## src/rtl/score_bcd_sched.sv

```systemverilog
// score_bcd_sched
//   Binary-to-BCD converter shared by two score requesters. It arbitrates
//   between the current score (requester 0) and the high score (requester 1),
//   converts the granted value with a serial shift-add-3 (double-dabble)
//   datapath taking BIN_W cycles, and presents three BCD digits together with
//   a one-cycle valid strobe and the requester id.
//
//   Optional feature macro: SCORE_BCD_RR_EN
//     defined   : round-robin arbitration (a tie goes to the requester not
//                 granted last)
//     undefined : fixed priority (requester 0 wins a tie)
//
// Ports
//   clk                    system clock, rising edge
//   rst_n                  asynchronous active-low reset
//   req[1:0]               per-requester level request, held until ack
//   bin0, bin1 [BIN_W-1:0] requester values, stable while requested
//   ack[1:0]               one-hot one-cycle grant/capture pulse
//   busy                   high whenever a conversion is in flight
//   valid                  one-cycle pulse when the digit outputs update
//   id                     requester owning the digits on the outputs
//   hundreds, tens, ones   BCD result digits, held until the next result
module score_bcd_sched #(
    parameter int BIN_W = 8   // 1..9, result fits in three BCD digits
) (
    input  logic             clk,
    input  logic             rst_n,
    input  logic [1:0]       req,
    input  logic [BIN_W-1:0] bin0,
    input  logic [BIN_W-1:0] bin1,
    output logic [1:0]       ack,
    output logic             busy,
    output logic             valid,
    output logic             id,
    output logic [3:0]       hundreds,
    output logic [3:0]       tens,
    output logic [3:0]       ones
);

    localparam logic [1:0] S_IDLE  = 2'd0;
    localparam logic [1:0] S_SHIFT = 2'd1;
    localparam logic [1:0] S_DONE  = 2'd2;

    logic [1:0]       state;
    logic [BIN_W-1:0] sh;          // binary bits still to be shifted in
    logic [3:0]       wh, wt, wo;  // working digits
    logic [3:0]       cnt;         // remaining shift cycles minus one
    logic             pend_id;
    logic             win;         // requester 1 wins this contest

    // Add-3 correction applied before every shift.
    function automatic logic [3:0] adj3(input logic [3:0] d);
        return (d >= 4'd5) ? d + 4'd3 : d;
    endfunction

    logic [11:0] adj;
    assign adj = {adj3(wh), adj3(wt), adj3(wo)};

`ifdef SCORE_BCD_RR_EN
    logic last;  // requester granted most recently

    // On a tie the requester that was not granted last wins.
    assign win = req[1] & (~req[0] | ~last);

    always_ff @(posedge clk or negedge rst_n) begin
        if (!rst_n)
            last <= 1'b1;
        else if (state == S_IDLE && req != 2'b00)
            last <= win;
    end
`else
    assign win = req[1] & ~req[0];
`endif

    assign busy = (state != S_IDLE);

    always_ff @(posedge clk or negedge rst_n) begin
        if (!rst_n) begin
            state    <= S_IDLE;
            sh       <= '0;
            wh       <= '0;
            wt       <= '0;
            wo       <= '0;
            cnt      <= '0;
            pend_id  <= 1'b0;
            ack      <= 2'b00;
            valid    <= 1'b0;
            id       <= 1'b0;
            hundreds <= '0;
            tens     <= '0;
            ones     <= '0;
        end else begin
            ack   <= 2'b00;
            valid <= 1'b0;
            case (state)
                S_IDLE: begin
                    if (req != 2'b00) begin
                        sh      <= win ? bin1 : bin0;
                        wh      <= '0;
                        wt      <= '0;
                        wo      <= '0;
                        cnt     <= 4'(BIN_W - 1);
                        ack     <= win ? 2'b10 : 2'b01;
                        pend_id <= win;
                        state   <= S_SHIFT;
                    end
                end
                S_SHIFT: begin
                    // The hundreds MSB falls off the top; it is always zero
                    // for BIN_W <= 9.
                    {wh, wt, wo, sh} <= {adj, sh} << 1;
                    cnt <= cnt - 4'd1;
                    if (cnt == 4'd0)
                        state <= S_DONE;
                end
                S_DONE: begin
                    hundreds <= wh;
                    tens     <= wt;
                    ones     <= wo;
                    id       <= pend_id;
                    valid    <= 1'b1;
                    state    <= S_IDLE;
                end
                default: state <= S_IDLE;
            endcase
        end
    end

endmodule

```

## config.mk

```make
export PLATFORM = sky130hd
export DESIGN_NAME = score_bcd_sched
export DESIGN_NICKNAME = d
export VERILOG_FILES = /design/src/rtl/score_bcd_sched.sv
export SDC_FILE = /design/constraint.sdc
export NUM_CORES = 1
export LEC_CHECK = 0
export ABC_AREA = 1
export ABC_CLOCK_PERIOD_IN_PS = 2350
export CORE_AREA = 2 2 67 85
export DETAILED_ROUTE_END_ITERATION = 10
export DIE_AREA = 0 0 69 87
export GPL_TIMING_DRIVEN = 0
export REMOVE_ABC_BUFFERS = 1
export SLEW_MARGIN = 15
export SYNTH_ARGS = -nofsm -noshare
export SYNTH_HDL_FRONTEND = slang
export SYNTH_SLANG_ARGS = --single-unit
export TNS_END_PERCENT = 1
```

## constraint.sdc

```tcl
create_clock -name clk -period 2.35 [get_ports clk]
set_input_delay 0.3525 -clock clk [delete_from_list [all_inputs] [get_ports clk]]
set_output_delay 0.3525 -clock clk [all_outputs]
set_load 0.005 [all_outputs]
```

==> summary.md <==
The run finished with clean final reports. The required time of the critical path came out at 2.51 ns. Among all flip-flop cells after synthesis, the most frequent one is dfrtp_1. The clock network burns 14.3% of the power. The arrival time reported for the critical path endpoint was 2.24 ns. Hold repair after CTS inserted 0 buffers. Combinational logic burns 46.6% of the power.

The analysis attributes to cell leakage a power of 1.32 nW. For the worst-skew pair, the clock arrives at the later sink with an insertion delay of 0.29 ns. Along the worst path, the maximum fanout reaches 23.

The initial antenna violation count is 0. The number of buffer and inverter instances along the worst setup path was 1. Setup total negative slack on the finished layout was measured at 0 ns. After detailed routing, the number of remaining DRC violations is 0. The highest achievable clock rate is 481 MHz. In this run the power density over the cells is 1210 nW/um2. The area share of the largest cell type after synthesis is 50.9%. STA classifies the critical path endpoint as a register.

The first routing iteration left 114 violations. The max-capacitance violation count is 0. Setup repair after global routing left no endpoint under its margin. The worst-case IR drop observed on VDD is 0.575 mV. The worst min-delay path category is input port to async pin. The number of antenna diodes in the final layout is 0.

The number of hold violations in the final report is 0. The worst hold margin was 0.0395 ns. Cell internal power was estimated by the tool at 1.86 mW. In the routed layout, each cell is associated on average with a via count of 4.91. Number of buffers created by CTS: 5. After floorplanning, the core was divided into 30 placement rows. Clock skew on the completed layout was measured at 0.00463 ns. Once the floorplan was initialized, standard cells occupied 40.3% of the core. The first global-routing pass estimated 7.42 mm of wire. The mapped netlist covers 2120 um2. The root buffer cell chosen for the clock tree is clkbuf_8. TritonCTS built the clock tree. The area added between synthesis and finish was 23.0%. The level count of the clock H-tree is 2, and the cell count after synthesis is 264.

37 I/O pins were placed. The proportion of layout cells with a drive suffix above 1 is 5.65%. The number of warnings printed during yosys synthesis is 0, and the number of buffers on the longest clock path is 2.

The die is 87 um tall. Cell taking the most area after synthesis: dfrtp_1. Core area: 5260 um2. The launching element type of the critical path is a register.

Ranked by instance count, the synthesized netlist is headed by 86 x nand2_1, 43 x dfrtp_1, 42 x nand3_1, 29 x inv_1, 28 x o21ai_0. Total track usage: 15.2%. The run gives 1792 as the total via count after detailed routing. The congestion estimate from routability-driven global placement came to 0.834. The logs give 0 for the final max-slew violation count and 1.30 mW for the reported net switching power. Share of total power consumed by net switching: 41.0%.

Among all cell types in the netlist, the one instantiated most often is nand2_1. The instance count after placement with tap cells included is 357. The tools report the count of different cell masters after synthesis as 18. The detail route stage leaves a number of antenna-violating nets equal to 0. The run gives 4.13 mm as the total wire length after detailed routing.

The logs give 327 for the number of nets in the final layout and 27 for the largest net degree at the start of global routing. Yosys attributes the largest share of cell area to dfrtp_1 51%, nand2_1 15%, nand3_1 9.9%. On the critical path, the stage with the largest delay is an instance of clkinvlp_4. The half-perimeter wire length after detailed placement was 2.93 mm; the overall die width was 69 um. The number of enable flip-flop cells after synthesis is 0.

The signal on the critical path passes through nand2_1 > clkinvlp_4 > nand3_1 > o21ai_0. The total of flip-flops plus latches after synthesis is 43. The post-cts gate resize count was 0.

Clock-pin slew was measured on the worst setup and hold paths at 0.08 ns. The path type of the worst setup path was register to register. The global-route congestion overflow total was 0; the CTS sink count was 43.

The final count of negative-setup-slack endpoints is 0, and the non-filler instance count after layout is 365. The slew at the pin with the worst max-slew slack is 0.753 ns, and the worst slew slack as a fraction of its limit is 49.7%. The first TritonRoute pass finished after 4 iterations.

Kind of cell with the highest combined delay on the critical path: simple AND/OR/NAND/NOR gates. Buffers added to address setup during post-CTS repair amount to 0. Dividing the final minimum period by the clock period gives 88.5%. The highest cell delay on the worst timing path is 0.63 ns. The time the final worst path needs with I/O delays and setup works out to 2.08 ns. The count of port buffers added during placement is 36. The number of global-route vias before repair was 1675.

Of the total power, registers draw 39.1%. In the final routed layout, each cell accounts on average for 11.3 um. The synthesized area per cell is 8.01 um2, and the proportion of synthesized flip-flops having asynchronous set or reset is 100%. The logs give 6000 um2 for the area enclosed by the die boundary and 50.9% for the share of synthesized area occupied by flip-flops and latches.
## path summary, 6_finish.rpt
kind,startpoint,endpoint,slack (ns),cells after the start
setup / recovery,state[0],cnt[3],0.27,4
hold / removal,rst_n,ack[0],0.04,1
setup reg to reg,state[0],cnt[3],0.27,4
hold reg to reg,cnt[0],cnt[0],0.48,1
max in group asynchronous,rst_n,wh[3],1.82,2
min in group clk,cnt[0],cnt[0],0.48,1
## through the flow
stage	setup WS, ns	cell area [um2]	power [mW]	utilization, %
after floorplan	0.788	2050	2.22	-
after global placement	-0.255	2490	2.69	47.4
after detailed placement	0.223	2510	2.73	47.9
after CTS	0.241	2600	3.20	49.5
after global routing	0.0234	2600	3.50	49.5
final	0.270	2600	3.16	49.5
## power groups by stage
stage	registers [mW]	logic [mW]	clock network, mW
global route	1.28	1.72	0.502
detailed placement	1.25	1.48	0
CTS	1.24	1.49	0.473
floorplan	1.22	0.996	0
global placement	1.24	1.45	0
finish	1.24	1.47	0.451
## placed cells by master (no fill, tap or decap), drive strengths merged
cell and instances:
a21oi 1, buf 2, clkbuf 5, clkdlybuf4s50 35, clkinv 4, clkinvlp 1, dfrtp 43, ha 7
inv 30, nand2 88, nand3 42, nand4 5, nor2 9, o21ai 28, o21bai 1
## worst register-to-register path: stages, from the launching register on
cell	delay (ns)
dfrtp_1	0.41
nand2_1	0.57
clkinvlp_4	0.64
nand3_1	0.23
o21ai_0	0.11
## routing by layer
metal	up-vias	routed length [um]	track usage [%]
met5	-	0	0
met4	0	41	5.35
met3	2	183	2.89
met2	45	2040	27.1
met1	824	1870	18.3
li1	921	-	-
## cell families after synthesis
| logic type | after synthesis | synth area share (%) |
|---|---|---|
| buf+inv | 40 | 8.69 |
| flops | 43 | 50.9 |
| simple gates | 144 | 29.1 |
| fa+ha+maj | 7 | 4.14 |
| compound gates | 30 | 7.21 |
## cell type report
cell class	instances	area, um2
fillers	539	2650
flip-flops and latches	43	1080
multi-input cells	181	856
repair buffers	37	383
inverters	32	124
well taps	64	80.1
clock buffers	5	68.8
clock inverters	3	15.0
## flip-flops by register name, summed over array words and instances (netlist names)
| register | cells |
|---|---|
| tens | 4 |
| id | 1 |
| valid | 1 |
| hundreds | 4 |
| wh | 4 |
| cnt | 4 |
| sh | 8 |
| ack | 2 |
| wo | 4 |
| wt | 4 |
| ones | 4 |
| state | 2 |
| pend_id | 1 |
Note: power is estimated with default switching activity, not from simulation.
